--- src/rtl/maze_pose_navigator_if.sv ---
// maze_pose_navigator_if
// Bundles the detector-facing inputs and the pose/status outputs of the maze
// pose navigator so the block can be wired with a single port.
//   master : drives frame timing, enable, side flags and side centres;
//            observes pose and status
//   slave  : the navigator itself
// Signals:
//   video_frame_valid      high during the active part of a frame
//   mazeParametersDefined  enables navigation; low forces a reload of the start pose
//   states                 {bottom, left, up, right}, 1 = side open
//   *_center               centroid offsets within each side window
//   curPose                [9:0]=v, [19:10]=h, [21:20]=heading, [25:22]=0
//   pose_update            one-cycle pulse after each committed step
//   done / stuck           sticky goal / blocked-or-out-of-budget flags
//   step_count             saturating count of committed steps
//   fsm_state              debug view of the controller state
interface maze_pose_navigator_if;
    logic        video_frame_valid;
    logic        mazeParametersDefined;
    logic [3:0]  states;
    logic [9:0]  bottom_center;
    logic [9:0]  left_center;
    logic [9:0]  upper_center;
    logic [9:0]  right_center;
    logic [25:0] curPose;
    logic        pose_update;
    logic        done;
    logic        stuck;
    logic [15:0] step_count;
    logic [2:0]  fsm_state;

    modport master (
        output video_frame_valid, mazeParametersDefined, states,
               bottom_center, left_center, upper_center, right_center,
        input  curPose, pose_update, done, stuck, step_count, fsm_state
    );

    modport slave (
        input  video_frame_valid, mazeParametersDefined, states,
               bottom_center, left_center, upper_center, right_center,
        output curPose, pose_update, done, stuck, step_count, fsm_state
    );
endinterface

--- src/rtl/maze_pose_navigator.sv ---
// maze_pose_navigator
// Closed-loop pose generator for the maze path finder. Each frame it latches
// the detector's side flags and centres, chooses the next heading with the
// right-hand wall-following rule, re-centres the pose laterally and advances
// it by STEP pixels during vertical blanking. It stops when the goal window
// is reached, when boxed in, or when the step budget runs out.
// Ports:
//   clk  pixel clock
//   rst  asynchronous reset, active-high
//   bus  maze_pose_navigator_if.slave (inputs from detector/host, pose/status out)
module maze_pose_navigator #(
    parameter int          CENTER_V  = 8,
    parameter int          CENTER_H  = 15,
    parameter int          STEP      = 4,
    parameter int          START_H   = 20,
    parameter int          START_V   = 20,
    parameter int          START_DIR = 0,
    parameter int          GOAL_H    = 600,
    parameter int          GOAL_V    = 460,
    parameter int          GOAL_TOL  = 4,
    parameter int          H_MIN     = 16,
    parameter int          H_MAX     = 623,
    parameter int          V_MIN     = 9,
    parameter int          V_MAX     = 470,
    parameter logic [15:0] MAX_STEPS = 16'hFFFF
) (
    input  logic                  clk,
    input  logic                  rst,
    maze_pose_navigator_if.slave  bus
);

    typedef enum logic [2:0] {
        S_IDLE   = 3'd0,
        S_WAIT   = 3'd1,
        S_FRAME  = 3'd2,
        S_DECIDE = 3'd3,
        S_UPDATE = 3'd4,
        S_DONE   = 3'd5,
        S_HALT   = 3'd6
    } state_t;

    localparam logic [9:0] START_H_C   = 10'(START_H);
    localparam logic [9:0] START_V_C   = 10'(START_V);
    localparam logic [1:0] START_DIR_C = 2'(START_DIR);
    localparam logic [9:0] H_WIN_C     = 10'(2 * CENTER_H);
    localparam logic [9:0] V_WIN_C     = 10'(2 * CENTER_V);

    localparam logic signed [10:0] CENTER_H_S = 11'(CENTER_H);
    localparam logic signed [10:0] CENTER_V_S = 11'(CENTER_V);
    localparam logic signed [10:0] STEP_S     = 11'(STEP);
    localparam logic signed [10:0] H_MIN_S    = 11'(H_MIN);
    localparam logic signed [10:0] H_MAX_S    = 11'(H_MAX);
    localparam logic signed [10:0] V_MIN_S    = 11'(V_MIN);
    localparam logic signed [10:0] V_MAX_S    = 11'(V_MAX);
    localparam logic signed [10:0] GOAL_H_S   = 11'(GOAL_H);
    localparam logic signed [10:0] GOAL_V_S   = 11'(GOAL_V);
    localparam logic signed [10:0] GOAL_TOL_S = 11'(GOAL_TOL);

    state_t      state_q, state_d;
    logic        frame_valid_q, frame_valid_d;
    logic [3:0]  snap_states_q, snap_states_d;
    logic [9:0]  snap_bottom_q, snap_bottom_d;
    logic [9:0]  snap_left_q, snap_left_d;
    logic [9:0]  snap_upper_q, snap_upper_d;
    logic [9:0]  snap_right_q, snap_right_d;
    logic [9:0]  pose_h_q, pose_h_d;
    logic [9:0]  pose_v_q, pose_v_d;
    logic [1:0]  heading_q, heading_d;
    logic [9:0]  next_h_q, next_h_d;
    logic [9:0]  next_v_q, next_v_d;
    logic [1:0]  next_dir_q, next_dir_d;
    logic        next_goal_q, next_goal_d;
    logic [15:0] step_count_q, step_count_d;
    logic        pose_update_q, pose_update_d;
    logic        done_q, done_d;
    logic        stuck_q, stuck_d;

    logic [3:0]         open_dir;
    logic [1:0]         dir_right, dir_left, dir_back, dir_sel;
    logic               any_open;
    logic signed [10:0] h_s, v_s, dh, dv;
    logic               goal_hit;
    logic [15:0]        step_inc;

    // Heading choice and candidate pose, both derived from the latched
    // snapshot so blanking-time detector values never leak in. open_dir is
    // indexed by heading code (0=down, 1=left, 2=up, 3=right).
    always_comb begin
        open_dir  = {snap_states_q[0], snap_states_q[1], snap_states_q[2], snap_states_q[3]};
        any_open  = |open_dir;
        dir_right = heading_q + 2'd1;
        dir_left  = heading_q + 2'd3;
        dir_back  = heading_q + 2'd2;

        if (open_dir[dir_right]) begin
            dir_sel = dir_right;
        end else if (open_dir[heading_q]) begin
            dir_sel = heading_q;
        end else if (open_dir[dir_left]) begin
            dir_sel = dir_left;
        end else begin
            dir_sel = dir_back;
        end

        // A centre outside the side window means the detector saw nothing
        // usable, so the lateral coordinate is left alone in that case.
        h_s = $signed({1'b0, pose_h_q});
        v_s = $signed({1'b0, pose_v_q});
        case (dir_sel)
            2'd0: begin
                if (snap_bottom_q <= H_WIN_C) begin
                    h_s = h_s - CENTER_H_S + $signed({1'b0, snap_bottom_q});
                end
                v_s = v_s + STEP_S;
            end
            2'd1: begin
                if (snap_left_q <= V_WIN_C) begin
                    v_s = v_s - CENTER_V_S + $signed({1'b0, snap_left_q});
                end
                h_s = h_s - STEP_S;
            end
            2'd2: begin
                if (snap_upper_q <= H_WIN_C) begin
                    h_s = h_s - CENTER_H_S + $signed({1'b0, snap_upper_q});
                end
                v_s = v_s - STEP_S;
            end
            default: begin
                if (snap_right_q <= V_WIN_C) begin
                    v_s = v_s - CENTER_V_S + $signed({1'b0, snap_right_q});
                end
                h_s = h_s + STEP_S;
            end
        endcase

        if (h_s < H_MIN_S) begin
            h_s = H_MIN_S;
        end else if (h_s > H_MAX_S) begin
            h_s = H_MAX_S;
        end
        if (v_s < V_MIN_S) begin
            v_s = V_MIN_S;
        end else if (v_s > V_MAX_S) begin
            v_s = V_MAX_S;
        end

        dh       = h_s - GOAL_H_S;
        dv       = v_s - GOAL_V_S;
        goal_hit = (dh <= GOAL_TOL_S) && (dh >= -GOAL_TOL_S) &&
                   (dv <= GOAL_TOL_S) && (dv >= -GOAL_TOL_S);

        step_inc = (step_count_q == 16'hFFFF) ? step_count_q : step_count_q + 16'd1;
    end

    // Controller next-state logic. The snapshot tracks the inputs on every
    // in-frame cycle; the new pose is computed in DECIDE and only committed in
    // UPDATE, so a frame restarting during DECIDE simply throws the step away.
    always_comb begin
        state_d       = state_q;
        frame_valid_d = bus.video_frame_valid;
        snap_states_d = snap_states_q;
        snap_bottom_d = snap_bottom_q;
        snap_left_d   = snap_left_q;
        snap_upper_d  = snap_upper_q;
        snap_right_d  = snap_right_q;
        pose_h_d      = pose_h_q;
        pose_v_d      = pose_v_q;
        heading_d     = heading_q;
        next_h_d      = next_h_q;
        next_v_d      = next_v_q;
        next_dir_d    = next_dir_q;
        next_goal_d   = next_goal_q;
        step_count_d  = step_count_q;
        pose_update_d = 1'b0;
        done_d        = done_q;
        stuck_d       = stuck_q;

        if (bus.video_frame_valid) begin
            snap_states_d = bus.states;
            snap_bottom_d = bus.bottom_center;
            snap_left_d   = bus.left_center;
            snap_upper_d  = bus.upper_center;
            snap_right_d  = bus.right_center;
        end

        if (!bus.mazeParametersDefined) begin
            state_d      = S_IDLE;
            pose_h_d     = START_H_C;
            pose_v_d     = START_V_C;
            heading_d    = START_DIR_C;
            step_count_d = 16'd0;
            done_d       = 1'b0;
            stuck_d      = 1'b0;
        end else begin
            case (state_q)
                S_IDLE: begin
                    pose_h_d     = START_H_C;
                    pose_v_d     = START_V_C;
                    heading_d    = START_DIR_C;
                    step_count_d = 16'd0;
                    done_d       = 1'b0;
                    stuck_d      = 1'b0;
                    state_d      = S_WAIT;
                end
                S_WAIT: begin
                    if (bus.video_frame_valid) begin
                        state_d = S_FRAME;
                    end
                end
                S_FRAME: begin
                    if (frame_valid_q && !bus.video_frame_valid) begin
                        state_d = S_DECIDE;
                    end
                end
                S_DECIDE: begin
                    if (bus.video_frame_valid) begin
                        state_d = S_FRAME;
                    end else if (!any_open) begin
                        stuck_d = 1'b1;
                        state_d = S_HALT;
                    end else begin
                        next_h_d    = h_s[9:0];
                        next_v_d    = v_s[9:0];
                        next_dir_d  = dir_sel;
                        next_goal_d = goal_hit;
                        state_d     = S_UPDATE;
                    end
                end
                S_UPDATE: begin
                    pose_h_d      = next_h_q;
                    pose_v_d      = next_v_q;
                    heading_d     = next_dir_q;
                    step_count_d  = step_inc;
                    pose_update_d = 1'b1;
                    if (next_goal_q) begin
                        done_d  = 1'b1;
                        state_d = S_DONE;
                    end else if (step_inc == MAX_STEPS) begin
                        stuck_d = 1'b1;
                        state_d = S_HALT;
                    end else begin
                        state_d = S_WAIT;
                    end
                end
                S_DONE: begin
                    state_d = S_DONE;
                end
                default: begin
                    state_d = S_HALT;
                end
            endcase
        end
    end

    // All controller and datapath state lives in this one register bank.
    always_ff @(posedge clk or posedge rst) begin
        if (rst) begin
            state_q       <= S_IDLE;
            frame_valid_q <= 1'b0;
            snap_states_q <= 4'd0;
            snap_bottom_q <= 10'd0;
            snap_left_q   <= 10'd0;
            snap_upper_q  <= 10'd0;
            snap_right_q  <= 10'd0;
            pose_h_q      <= START_H_C;
            pose_v_q      <= START_V_C;
            heading_q     <= START_DIR_C;
            next_h_q      <= START_H_C;
            next_v_q      <= START_V_C;
            next_dir_q    <= START_DIR_C;
            next_goal_q   <= 1'b0;
            step_count_q  <= 16'd0;
            pose_update_q <= 1'b0;
            done_q        <= 1'b0;
            stuck_q       <= 1'b0;
        end else begin
            state_q       <= state_d;
            frame_valid_q <= frame_valid_d;
            snap_states_q <= snap_states_d;
            snap_bottom_q <= snap_bottom_d;
            snap_left_q   <= snap_left_d;
            snap_upper_q  <= snap_upper_d;
            snap_right_q  <= snap_right_d;
            pose_h_q      <= pose_h_d;
            pose_v_q      <= pose_v_d;
            heading_q     <= heading_d;
            next_h_q      <= next_h_d;
            next_v_q      <= next_v_d;
            next_dir_q    <= next_dir_d;
            next_goal_q   <= next_goal_d;
            step_count_q  <= step_count_d;
            pose_update_q <= pose_update_d;
            done_q        <= done_d;
            stuck_q       <= stuck_d;
        end
    end

    assign bus.curPose     = {4'b0000, heading_q, pose_h_q, pose_v_q};
    assign bus.pose_update = pose_update_q;
    assign bus.done        = done_q;
    assign bus.stuck       = stuck_q;
    assign bus.step_count  = step_count_q;
    assign bus.fsm_state   = state_q;

endmodule

--- src/flat_wrapper.sv ---
// flat-port wrapper written by rule: the top's interface ports become plain ports
module maze_pose_navigator_flat 
#(
    parameter int          CENTER_V  = 8,
    parameter int          CENTER_H  = 15,
    parameter int          STEP      = 4,
    parameter int          START_H   = 20,
    parameter int          START_V   = 20,
    parameter int          START_DIR = 0,
    parameter int          GOAL_H    = 600,
    parameter int          GOAL_V    = 460,
    parameter int          GOAL_TOL  = 4,
    parameter int          H_MIN     = 16,
    parameter int          H_MAX     = 623,
    parameter int          V_MIN     = 9,
    parameter int          V_MAX     = 470,
    parameter logic [15:0] MAX_STEPS = 16'hFFFF
)
  (clk, rst, bus_video_frame_valid, bus_mazeParametersDefined, bus_states, bus_bottom_center, bus_left_center, bus_upper_center, bus_right_center, bus_curPose, bus_pose_update, bus_done, bus_stuck, bus_step_count, bus_fsm_state);
  maze_pose_navigator_if bus_i ();
  input  logic clk;
  input  logic rst;
  input wire logic [$bits(bus_i.video_frame_valid)-1:0] bus_video_frame_valid;
  input wire logic [$bits(bus_i.mazeParametersDefined)-1:0] bus_mazeParametersDefined;
  input wire logic [$bits(bus_i.states)-1:0] bus_states;
  input wire logic [$bits(bus_i.bottom_center)-1:0] bus_bottom_center;
  input wire logic [$bits(bus_i.left_center)-1:0] bus_left_center;
  input wire logic [$bits(bus_i.upper_center)-1:0] bus_upper_center;
  input wire logic [$bits(bus_i.right_center)-1:0] bus_right_center;
  output wire logic [$bits(bus_i.curPose)-1:0] bus_curPose;
  output wire logic [$bits(bus_i.pose_update)-1:0] bus_pose_update;
  output wire logic [$bits(bus_i.done)-1:0] bus_done;
  output wire logic [$bits(bus_i.stuck)-1:0] bus_stuck;
  output wire logic [$bits(bus_i.step_count)-1:0] bus_step_count;
  output wire logic [$bits(bus_i.fsm_state)-1:0] bus_fsm_state;
  assign bus_i.video_frame_valid = bus_video_frame_valid;
  assign bus_i.mazeParametersDefined = bus_mazeParametersDefined;
  assign bus_i.states = bus_states;
  assign bus_i.bottom_center = bus_bottom_center;
  assign bus_i.left_center = bus_left_center;
  assign bus_i.upper_center = bus_upper_center;
  assign bus_i.right_center = bus_right_center;
  assign bus_curPose = bus_i.curPose;
  assign bus_pose_update = bus_i.pose_update;
  assign bus_done = bus_i.done;
  assign bus_stuck = bus_i.stuck;
  assign bus_step_count = bus_i.step_count;
  assign bus_fsm_state = bus_i.fsm_state;
  maze_pose_navigator #(.CENTER_V(CENTER_V), .CENTER_H(CENTER_H), .STEP(STEP), .START_H(START_H), .START_V(START_V), .START_DIR(START_DIR), .GOAL_H(GOAL_H), .GOAL_V(GOAL_V), .GOAL_TOL(GOAL_TOL), .H_MIN(H_MIN), .H_MAX(H_MAX), .V_MIN(V_MIN), .V_MAX(V_MAX), .MAX_STEPS(MAX_STEPS)) u_core (.clk(clk), .rst(rst), .bus(bus_i));
endmodule
--- config.mk ---
export PLATFORM = sky130hd
export DESIGN_NAME = maze_pose_navigator_flat
export DESIGN_NICKNAME = d
export VERILOG_FILES = /design/src/rtl/maze_pose_navigator_if.sv /design/src/rtl/maze_pose_navigator.sv /design/src/flat_wrapper.sv
export SDC_FILE = /design/constraint.sdc
export NUM_CORES = 1
export LEC_CHECK = 0
export CORE_UTILIZATION = 45
export CTS_CLUSTER_DIAMETER = 40
export DETAILED_ROUTE_END_ITERATION = 12
export GPL_ROUTABILITY_DRIVEN = 0
export PLACE_DENSITY_LB_ADDON = 0.3
export SYNTH_ARGS = -nofsm -noshare
export SYNTH_HDL_FRONTEND = slang
export SYNTH_SLANG_ARGS = --single-unit
--- constraint.sdc ---
create_clock -name clk -period 12.1 [get_ports clk]
set_clock_uncertainty 0.2 [all_clocks]
set_input_delay 2.42 -clock clk [delete_from_list [all_inputs] [get_ports clk]]
set_output_delay 2.42 -clock clk [all_outputs]
set_load 0.05 [all_outputs]
; Word level (Yosys, flattened, before mapping)
; Index checks and enable logic that the tools add are counted.
[word_totals]
reg_bits = 112
inputBits = 48
out_inout_bits = 48
[classes]
eq_ne = 18
n_lt_le_gt_ge = 15
bitwise_logic = 1
addsub = 16
mux = 47
reduce_logical = 12
[ops]
columns = op, count
row1 = $mux 11, 8
row2 = $pmux 11 s3, 2
row3 = $add 11x11->11, 4
row4 = $le 10x5->1 const B, 4
row5 = $pmux 10 s2, 2
row6 = $eq 16x16->1 const B, 2
row7 = $mux 16, 2
row8 = $pmux 16 s2, 1
row9 = $add 10x3->11 const B, 2
row10 = $ge 11x3->1 const B, 2
row11 = $le 11x4->1 const B, 2
row12 = $sub 10x3->11 const B, 2
row13 = $sub 10x4->11 const B, 2
row14 = $mux 10, 2
row15 = $mux 3, 6
row16 = $pmux 3 s6, 1
row17 = $add 16x1->16 const B, 1
row18 = $mux 1, 12
row19 = $ne 3x3->1 const B, 4
row20 = $gt 11x10->1 const B, 1
row21 = $gt 11x11->1 const B, 1
row22 = $lt 11x5->1 const B, 1
row23 = $lt 11x6->1 const B, 1
row24 = $sub 11x10->11 const B, 1
row25 = 26 further kinds, 43

; Depth between registers and ports, before layout
; Gate-level depths: netlist of run 1.
[depth]
ltp_word = 16
ltp_mapped = 24
mapped_depth_nobuf = 22

; Worst setup path after synthesis of run 1
; Ideal clock, no wire load.
[synth_timing]
path_kind = register to register
from = register u_core.heading_q[1]
to = register u_core.next_goal_q
setup_ns = 0.121
arrival_time_ns = 4.902
path_slack_ns = 6.877
stages_incl_launch_ff = 22
n_path_buf = 2
cell_sequence = dfrtp_1 > clkbuf_1 > a21oi_1 > o21ai_1 > and2_1 > inv_1 > ha_1 > clkbuf_1 > or4b_2 > nand3_1 > a22oi_1 > o221a_2 > and3_1 > a41o_4 > nor2_1 > ha_1 > nor2_1 > or2_1 > a31oi_1 > nor4_1 > a32o_1 > a22o_1
[synth_between]
elab_chain_len = 16
[synth_rtl]
columns = element, line
row1 = start: declaration, maze_pose_navigator.sv:68  ; logic [1:0] heading_q, heading_d;
row2 = start signal: assignment, maze_pose_navigator.sv:286  ; heading_q <= heading_d;
row3 = $add 2x2->2, maze_pose_navigator.sv:92  ; dir_left = heading_q + 2'd3;
row4 = $bmux 1 s2, maze_pose_navigator.sv:99  ; end else if (open_dir[dir_left]) begin
row5 = $mux 1 (implied by the code), maze_pose_navigator.sv:99
row6 = $mux 2, maze_pose_navigator.sv:99
row7 = $mux 2, maze_pose_navigator.sv:97  ; end else if (open_dir[heading_q]) begin
row8 = $mux 2 (*), maze_pose_navigator.sv:95  ; if (open_dir[dir_right]) begin
row9 = $eq 2x2->1 (tied with other cells), maze_pose_navigator.sv:109  ; case (dir_sel)
row10 = $pmux 11 s3 (*), maze_pose_navigator.sv:109
row11 = $gt 11x11->1, maze_pose_navigator.sv:138  ; end else if (h_s > H_MAX_S) begin
row12 = $mux 11, maze_pose_navigator.sv:138
row13 = $mux 11 (*), maze_pose_navigator.sv:136  ; if (h_s < H_MIN_S) begin
row14 = net u_core.h_s[3], maze_pose_navigator.sv:81  ; logic signed [10:0] h_s, v_s, dh, dv;
row15 = $sub 11x11->11 (*), maze_pose_navigator.sv:147  ; dh = h_s - GOAL_H_S;
row16 = $le 11x4->1 / $ge 11x3->1 (equally long branches), maze_pose_navigator.sv:149  ; goal_hit = (dh <= GOAL_TOL_S) && (dh >= -GOAL_TOL_S) &&
row17 = $logic_and 1x1->1 (*) (2 in a row), maze_pose_navigator.sv:149
row18 = $logic_and 1x1->1 (*), maze_pose_navigator.sv:150  ; (dv <= GOAL_TOL_S) && (dv >= -GOAL_TOL_S);
row19 = end signal: assignment, maze_pose_navigator.sv:290  ; next_goal_q <= next_goal_d;
row20 = end: declaration, maze_pose_navigator.sv:72  ; logic next_goal_q, next_goal_d;
; The timed path passes the listed nets; every way through them passes the cells marked *. The select of a mux whose other input is x is not followed.
; A chain may end at the register's enable or synchronous reset.

; Worst setup path after layout of run 1
[layout_timing]
from = register u_core.snap_states_q[1]
to = register u_core.next_goal_q
[layout_between]
elab_chain_len = 15
[layout_rtl]
columns = element, line
row1 = start: declaration, maze_pose_navigator.sv:61  ; logic [3:0] snap_states_q, snap_states_d;
row2 = start signal: assignment, maze_pose_navigator.sv:279  ; snap_states_q <= snap_states_d;
row3 = $bmux 1 s2, maze_pose_navigator.sv:99
row4 = $mux 1 (implied by the code), maze_pose_navigator.sv:99
row5 = $mux 2, maze_pose_navigator.sv:99
row6 = $mux 2, maze_pose_navigator.sv:97
row7 = $mux 2 (*), maze_pose_navigator.sv:95
row8 = $eq 2x2->1 (tied with other cells), maze_pose_navigator.sv:109
row9 = $pmux 11 s3 (*), maze_pose_navigator.sv:109
row10 = $gt 11x11->1, maze_pose_navigator.sv:138
row11 = $mux 11, maze_pose_navigator.sv:138
row12 = $mux 11 (*), maze_pose_navigator.sv:136
row13 = net u_core.h_s[4], maze_pose_navigator.sv:81
row14 = $sub 11x11->11 (*), maze_pose_navigator.sv:147
row15 = $le 11x4->1 / $ge 11x3->1 (equally long branches), maze_pose_navigator.sv:149
row16 = $logic_and 1x1->1 (*) (2 in a row), maze_pose_navigator.sv:149
row17 = $logic_and 1x1->1 (*), maze_pose_navigator.sv:150
; Marked as above.

==> run_results.csv, run 1 <==
group,metric,value,unit
die,initial_core_util,46.0,%
worst_hold_path,whs_endpoint,"u_core.next_h_q[9]$_DFFE_PP0P_",
synth,yosysMostFrequentCell,"dfrtp_1",
global_routing,grt_max_degree,83,
setup_path,crit_required,12.16,ns
setup_path,r2r.worst_path.cells,20,
timing,slew_headroom,16.6,%
layout,fill_cells,1865,
synth,synthArstFlopShare,100,%
die,die-area,21300,µm²
synth,syn_area,9340,µm²
power_and_ir_drop,combinationalPowerShare,30.4,%
timing,max_freq,167,MHz
global_routing,grt_pass1_wl,43300,µm
worst_hold_path,hold_depth,2,
setup_path,r2r_start,"u_core.snap_states_q[1]$_DFFE_PP0P_",
die,core,20300,µm²
worst_hold_path,min_from,"u_core.next_h_q[9]$_DFFE_PP0P_",
setup_path,critical_path_class,"flip-flop to flip-flop",
clock_network,numCtsBuffers,9,
die,die_h,146,µm
power_and_ir_drop,ir_drop,0.0000697,V
layout,areaGrowthSynthToFinish,15.3,%
synth,synth_top_area_share,27.9,%
detailed_routing,drtIter0Drc,812,
layout,nNetsFinal,1241,
clock_network,h-tree-depth,3,
detailed_routing,ant_nets,0,
timing,hold_violations,0,
global_routing,grt_antenna_before_repair,0,
synth,synthTopCellsByArea,"dfrtp_1, ha_1, mux2_2",
synth,netlist_top_cells_count,"dfrtp_1, nand2_1, o21ai_0, nor2_1, ha_1",
detailed_routing,wl_per_cell,19.3,µm
setup_path,timing.rr.end,"u_core.next_goal_q$_DFFE_PP0P_",
power_and_ir_drop,intPower,715,µW
layout,instances_no_fill,1397,
flow_run,maxCapViolCount,0,
timing,rsz0062_at_grt,"false",
clock_network,cts_tree,"done",
detailed_routing,route.vias.total,8703,
timing,tightestPinTransition,1.24,ns
power_and_ir_drop,seqPwrFrac,40.3,%
timing,setup_viol,0,
placement,dp_cells,1381,
die,pin_count,96,
global_routing,gr-total-overflow,0,
timing,slew_viol_final,0,
setup_path,cp-start-kind,"flip-flop",
detailed_routing,wl,27000,µm
power_and_ir_drop,p_sw_share,34.1,%
layout,diodes,0,
clock_network,cts_sinks,112,
detailed_routing,drc,0,
setup_path,critPathCaptureType,"flip-flop",
setup_path,arrival,6.06,ns
power_and_ir_drop,clockPowerShare,29.3,%
global_routing,grt.total_usage,25.4,%
clock_network,clockBufferDepth,2,
synth,synth_largest_area_cell,"dfrtp_1",
setup_path,r2r_setup_slack,6.10,ns
setup_path,critPathMaxFanout,10,
synth,synth_edf_count,0,
timing,final.min_clock_period,6.00,ns
timing,tns,0,ns
synth,syn_inst,1051,
synth,ys.flop_type,"dfrtp_1",
run_status,status,"complete, no violations",
detailed_routing,dr.pass1.iters,7,
synth,synth_cell_types,96,
clock_network,postCtsHoldBufs,0,
placement,port_buffers,91,
synth,ys_seq_elements,112,
synth,ys_warn_count,0,
global_routing,first_global_vias,8107,
layout,drive_above_1_share,10.5,%
clock_network,cts-root-buf,"clkbuf_16",
clock_network,clkSlewWorstSetupHoldPaths,0.08,ns
synth,synth_seq_area_share,30.1,%
timing,holdWs,0.284,ns
clock_network,cts_resized,0,
worst_hold_path,hold_path_class,"flip-flop to flip-flop",
synth,syn_area_per_cell,8.89,µm²
layout,fin_util,53.1,%
clock_network,clock_latency,0.36,ns
power_and_ir_drop,p_switching,370,µW
die,rows,52,
power_and_ir_drop,leakage,4.48,nW
detailed_routing,via_per_inst,6.23,
die,chipWidth,146,µm
clock_network,post-cts-setup-buffers,0,
power_and_ir_drop,power.total,1.08,mW
placement,dp_hpwl,19900,µm
power_and_ir_drop,pwr_density_cell,101,nW/µm²
timing,min_period_over_period,49.6,%
## power groups by stage
stage               Combinational (mW)  Sequential [mW]  Clock (mW)
floorplan                        0.242            0.435           0
global placement                 0.317            0.443           0
detailed placement               0.320            0.444           0
CTS                              0.323            0.437       0.324
global route                     0.361            0.442       0.338
finish                           0.330            0.437       0.318
## sequential cells by signal (all words and copies together) (netlist names), 2 cells and up
signal and flops:
u_core.bus.step_count 16, u_core.next_h_q 10, u_core.next_v_q 10, u_core.pose_h_q 10
u_core.pose_v_q 10, u_core.snap_bottom_q 10, u_core.snap_left_q 10, u_core.snap_right_q 10
u_core.snap_upper_q 10, u_core.snap_states_q 4, u_core.bus.fsm_state 3, u_core.heading_q 2
u_core.next_dir_q 2
## worst max path at each step
stage	slack, ns	depth (start not counted)	endpoint	from
2_1_floorplan	6.53	1	u_core.bus.done$_DFFE_PP0P_	rst
4_1_cts	6.29	22	u_core.next_goal_q$_DFFE_PP0P_	u_core.snap_states_q[1]$_DFFE_PP0P_
5_1_grt	5.79	22	u_core.next_goal_q$_DFFE_PP0P_	u_core.heading_q[0]$_DFFE_PP0P_
6_report	6.10	20	u_core.next_goal_q$_DFFE_PP0P_	u_core.snap_states_q[1]$_DFFE_PP0P_
3_5_place_dp	6.29	21	u_core.next_goal_q$_DFFE_PP0P_	u_core.snap_states_q[1]$_DFFE_PP0P_
3_3_place_gp	6.35	20	u_core.next_goal_q$_DFFE_PP0P_	u_core.snap_states_q[0]$_DFFE_PP0P_
## layout by cell type, fill, tap and decap left out, drive strengths merged, types with 10 or more instances in the layout
cell type	n
dfrtp	104
o21ai	93
nand2	91
clkdlybuf4s50	90
nor2	71
ha	65
a21oi	56
mux2	50
inv	39
nor3	30
nand3	28
o31ai	23
xnor2	21
xor2	21
a211oi	21
a22o	18
a21o	18
a31oi	15
or3	14
o21a	13
nor4	13
o211ai	12
clkbuf	12
nor2b	11
and2	11
a211o	10
## critical path: stages, from the launching register on
cell	delay, ns
dfrtp_1	0.48
nor2_1	0.40
nand4b_1	0.38
and2_1	0.36
inv_1	0.35
ha_1	0.33
a211oi_1	0.44
or4b_2	0.21
nand3_1	0.09
a22oi_1	0.20
o221a_2	0.32
and3_1	0.25
a31oi_1	0.09
o21ai_0	0.47
ha_1	0.31
nor2_1	0.07
or2_1	0.22
a31oi_1	0.18
nor4_1	0.06
a32o_1	0.28
a22o_1	0.20
## kinds of logic after synthesis
family	Yosys count	synth area share, %
compound gates	361	27.5
simple gates	327	17.9
flops	112	30.1
buf+inv	78	3.50
fa+ha+maj	71	9.99
mux	59	6.99
xor+xnor	42	3.94
other cells	1	0.0401
## layout make-up
| class | count | area, µm² | share of cell area, % |
|---|---|---|---|
| inverter | 37 | 141 | 1.31 |
| tap | 270 | 338 | 3.14 |
| sequential | 112 | 2810 | 26.1 |
| clock inverter | 4 | 58.8 | 0.546 |
| multi-input combinational | 864 | 6210 | 57.7 |
| timing repair buffer | 98 | 958 | 8.90 |
| clock buffer | 12 | 246 | 2.29 |
## metrics by stage
stage          worst slack, ns  cell area, µm²
6_report                  6.10           10800
3_3_place_gp              6.35           10500
5_1_grt                   5.79           10800
3_5_place_dp              6.29           10500
2_1_floorplan             6.53            9350
4_1_cts                   6.29           10800
## metal layers
layer	global-route usage [%]	vias up	wire length, µm
li1	-	4137	-
met1	36.2	4159	12300
met2	38.8	361	11700
met3	5.22	46	2260
met4	7.55	0	603
met5	0	-	0
(Power assumes the default switching activity.)
==> inputs of run 2 (changes only) <==
==> constraint.sdc (replaced) <==
create_clock -name clk -period 5.39 [get_ports clk]
set_clock_uncertainty 0.2 [all_clocks]
set_input_delay 1.078 -clock clk [delete_from_list [all_inputs] [get_ports clk]]
set_output_delay 1.078 -clock clk [all_outputs]
set_load 0.05 [all_outputs]
==> run_results.csv, run 2 (synthesis gave the netlist of run 1 again) <==
group,metric,value,unit
detailed_routing,wl,27300,µm
power_and_ir_drop,seqPwrFrac,39.5,%
setup_path,r2r.worst_path.cells,18,
power_and_ir_drop,power.total,2.48,mW
clock_network,postCtsHoldBufs,0,
detailed_routing,via_per_inst,6.17,
clock_network,clockBufferDepth,2,
worst_hold_path,whs_endpoint,"u_core.pose_v_q[3]$_DFFE_PP0P_",
setup_path,crit_required,5.43,ns
layout,instances_no_fill,1425,
die,core,20300,µm²
global_routing,grtUsageMet1,35.5,%
die,chipWidth,146,µm
power_and_ir_drop,combinationalPowerShare,31.1,%
global_routing,busiest_layer,"met2",
timing,hold_violations,0,
setup_path,crit_family,"compound AO/OA/AOI/OAI gates",
power_and_ir_drop,intPower,1.64,mW
layout,largest_reg_flops,16,
die,rows,52,
global_routing,grt_max_degree,53,
power_and_ir_drop,leakage,4.63,nW
global_routing,grt_use_met3,5.06,%
setup_path,critPathMaxFanout,11,
power_and_ir_drop,p_switching,840,µW
clock_network,cts_sinks,112,
setup_path,crit_buf_inv,0,
layout,fill_cells,1865,
layout,drive_above_1_share,13.4,%
run_status,status,"complete, no violations",
global_routing,first_global_vias,8166,
layout,areaGrowthSynthToFinish,18.3,%
timing,min_period_over_period,97.2,%
setup_path,arrival,5.28,ns
worst_hold_path,hold_depth,2,
detailed_routing,route.vias.total,8792,
setup_path,critical_path_class,"flip-flop to flip-flop",
timing,slew_headroom,15.0,%
worst_hold_path,min_from,"u_core.next_v_q[3]$_DFFE_PP0P_",
layout,nNetsFinal,1269,
power_and_ir_drop,p_sw_share,33.8,%
die,die-area,21300,µm²
die,initial_core_util,46.0,%
worst_hold_path,hold_path_class,"flip-flop to flip-flop",
detailed_routing,dr.pass1.iters,5,
die,die_h,146,µm
placement,dp_hpwl,20500,µm
placement,dp_cells,1405,
power_and_ir_drop,ir_drop,0.000161,V
setup_path,timing.rr.end,"u_core.next_goal_q$_DFFE_PP0P_",
flow_run,maxCapViolCount,0,
power_and_ir_drop,clockPowerShare,29.4,%
detailed_routing,drc,0,
setup_path,cp-start-kind,"flip-flop",
timing,final.min_clock_period,5.24,ns
detailed_routing,ant_nets,0,
setup_path,slowest_stage,"dfstp_2",
timing,max_freq,191,MHz
timing,tightestPinTransition,1.24,ns
placement,port_buffers,91,
clock_network,clkSlewWorstSetupHoldPaths,0.08,ns
power_and_ir_drop,pwr_density_cell,225,nW/µm²
global_routing,grtUsageMet2,38.6,%
clock_network,cts-root-buf,"clkbuf_16",
clock_network,h-tree-depth,3,
global_routing,grt_antenna_before_repair,0,
clock_network,clock_latency,0.36,ns
global_routing,gr-total-overflow,0,
setup_path,r2r_setup_slack,0.15,ns
timing,setup_viol,0,
global_routing,grt_pass1_wl,42800,µm
setup_path,r2r_start,"u_core.pose_h_q[2]$_DFFE_PP1P_",
die,pin_count,96,
clock_network,cts_tree,"done",
global_routing,grt.total_usage,25.1,%
clock_network,numCtsBuffers,9,
detailed_routing,drtIter0Drc,808,
setup_path,critPathCaptureType,"flip-flop",
detailed_routing,wl_per_cell,19.1,µm
layout,final_cell_mix,"dfrtp_1, nand2_1, clkdlybuf4s50_1",
setup_path,cp_cell_sequence,"and3_1, xnor2_2, ha_1, a21o_1, a31o_1, o32ai_2, o21ai_0, mux2_2, a211o_1, a41o_4, nor2_1, ha_1, nor2_1, or2_1, a31oi_1, nor4_1, a32o_1, a22o_1",
timing,slew_viol_final,0,
setup_path,max_stage_delay,0.66,ns
layout,diodes,0,
layout,layout_commonest_cell,"dfrtp_1",
[run 2: routing by layer]
layer | part of all wire (%) | up-vias
li1 | - | 4198
met5 | 0 | -
met4 | 2.6 | 0
met2 | 44 | 356
met3 | 7.2 | 61
met1 | 47 | 4177
[run 2: repair_timing]
action                     CTS  global route
setup endpoints to repair    0             1
buffers inserted             0             4
resized for setup            0            11
[run 2: final cells by class]
class                           count  area, µm²  share of cell area [%]
Inverter                           37        144                    1.30
Clock buffer                       11        253                    2.29
Clock inverter                      5       73.8                   0.668
Multi-Input combinational cell    864       6260                    56.7
Tap cell                          270        338                    3.06
Sequential cell                   112       2810                    25.5
Timing Repair Buffer              126       1170                    10.6
[run 2: stage by stage]
step	area, µm²	hold slack, ns	util, %	TNS, ns	setup WS [ns]
after floorplan	9350	0.248	-	0	0.167
after global placement	10600	0.260	52.4	0	0.259
after detailed placement	10600	0.266	52.4	0	0.183
after CTS	11000	0.285	54.0	0	0.156
after global routing	11000	0.300	54.4	-0.0325	-0.0325
final	11000	0.277	54.4	0	0.152
[run 2: power groups by stage]
stage,Sequential [mW],Combinational [mW],Clock (mW)
6_report,0.980,0.771,0.730
3_3_place_gp,0.993,0.728,0
4_1_cts,0.980,0.744,0.743
3_5_place_dp,0.995,0.738,0
2_1_floorplan,0.977,0.543,0
5_1_grt,0.991,0.837,0.775
[run 2: how the worst max path moves through the flow]
stage / startpoint / endpoint / depth (start not counted)
6_report: u_core.pose_h_q[2]$_DFFE_PP1P_ / u_core.next_goal_q$_DFFE_PP0P_ / 18
2_1_floorplan: u_core.heading_q[1]$_DFFE_PP0P_ / u_core.next_goal_q$_DFFE_PP0P_ / 21
3_5_place_dp: u_core.pose_h_q[0]$_DFFE_PP0P_ / u_core.next_goal_q$_DFFE_PP0P_ / 19
5_1_grt: u_core.heading_q[0]$_DFFE_PP0P_ / u_core.next_goal_q$_DFFE_PP0P_ / 19
3_3_place_gp: u_core.pose_h_q[2]$_DFFE_PP1P_ / u_core.next_goal_q$_DFFE_PP0P_ / 19
4_1_cts: u_core.pose_h_q[0]$_DFFE_PP0P_ / u_core.next_goal_q$_DFFE_PP0P_ / 19
[run 2: worst min-delay path, delay by kind of cell (launching register included)]
kind / cells / cell delay (ns)
compound gates: 1 / 0.06
simple gates: 1 / 0.04
flops: 1 / 0.34
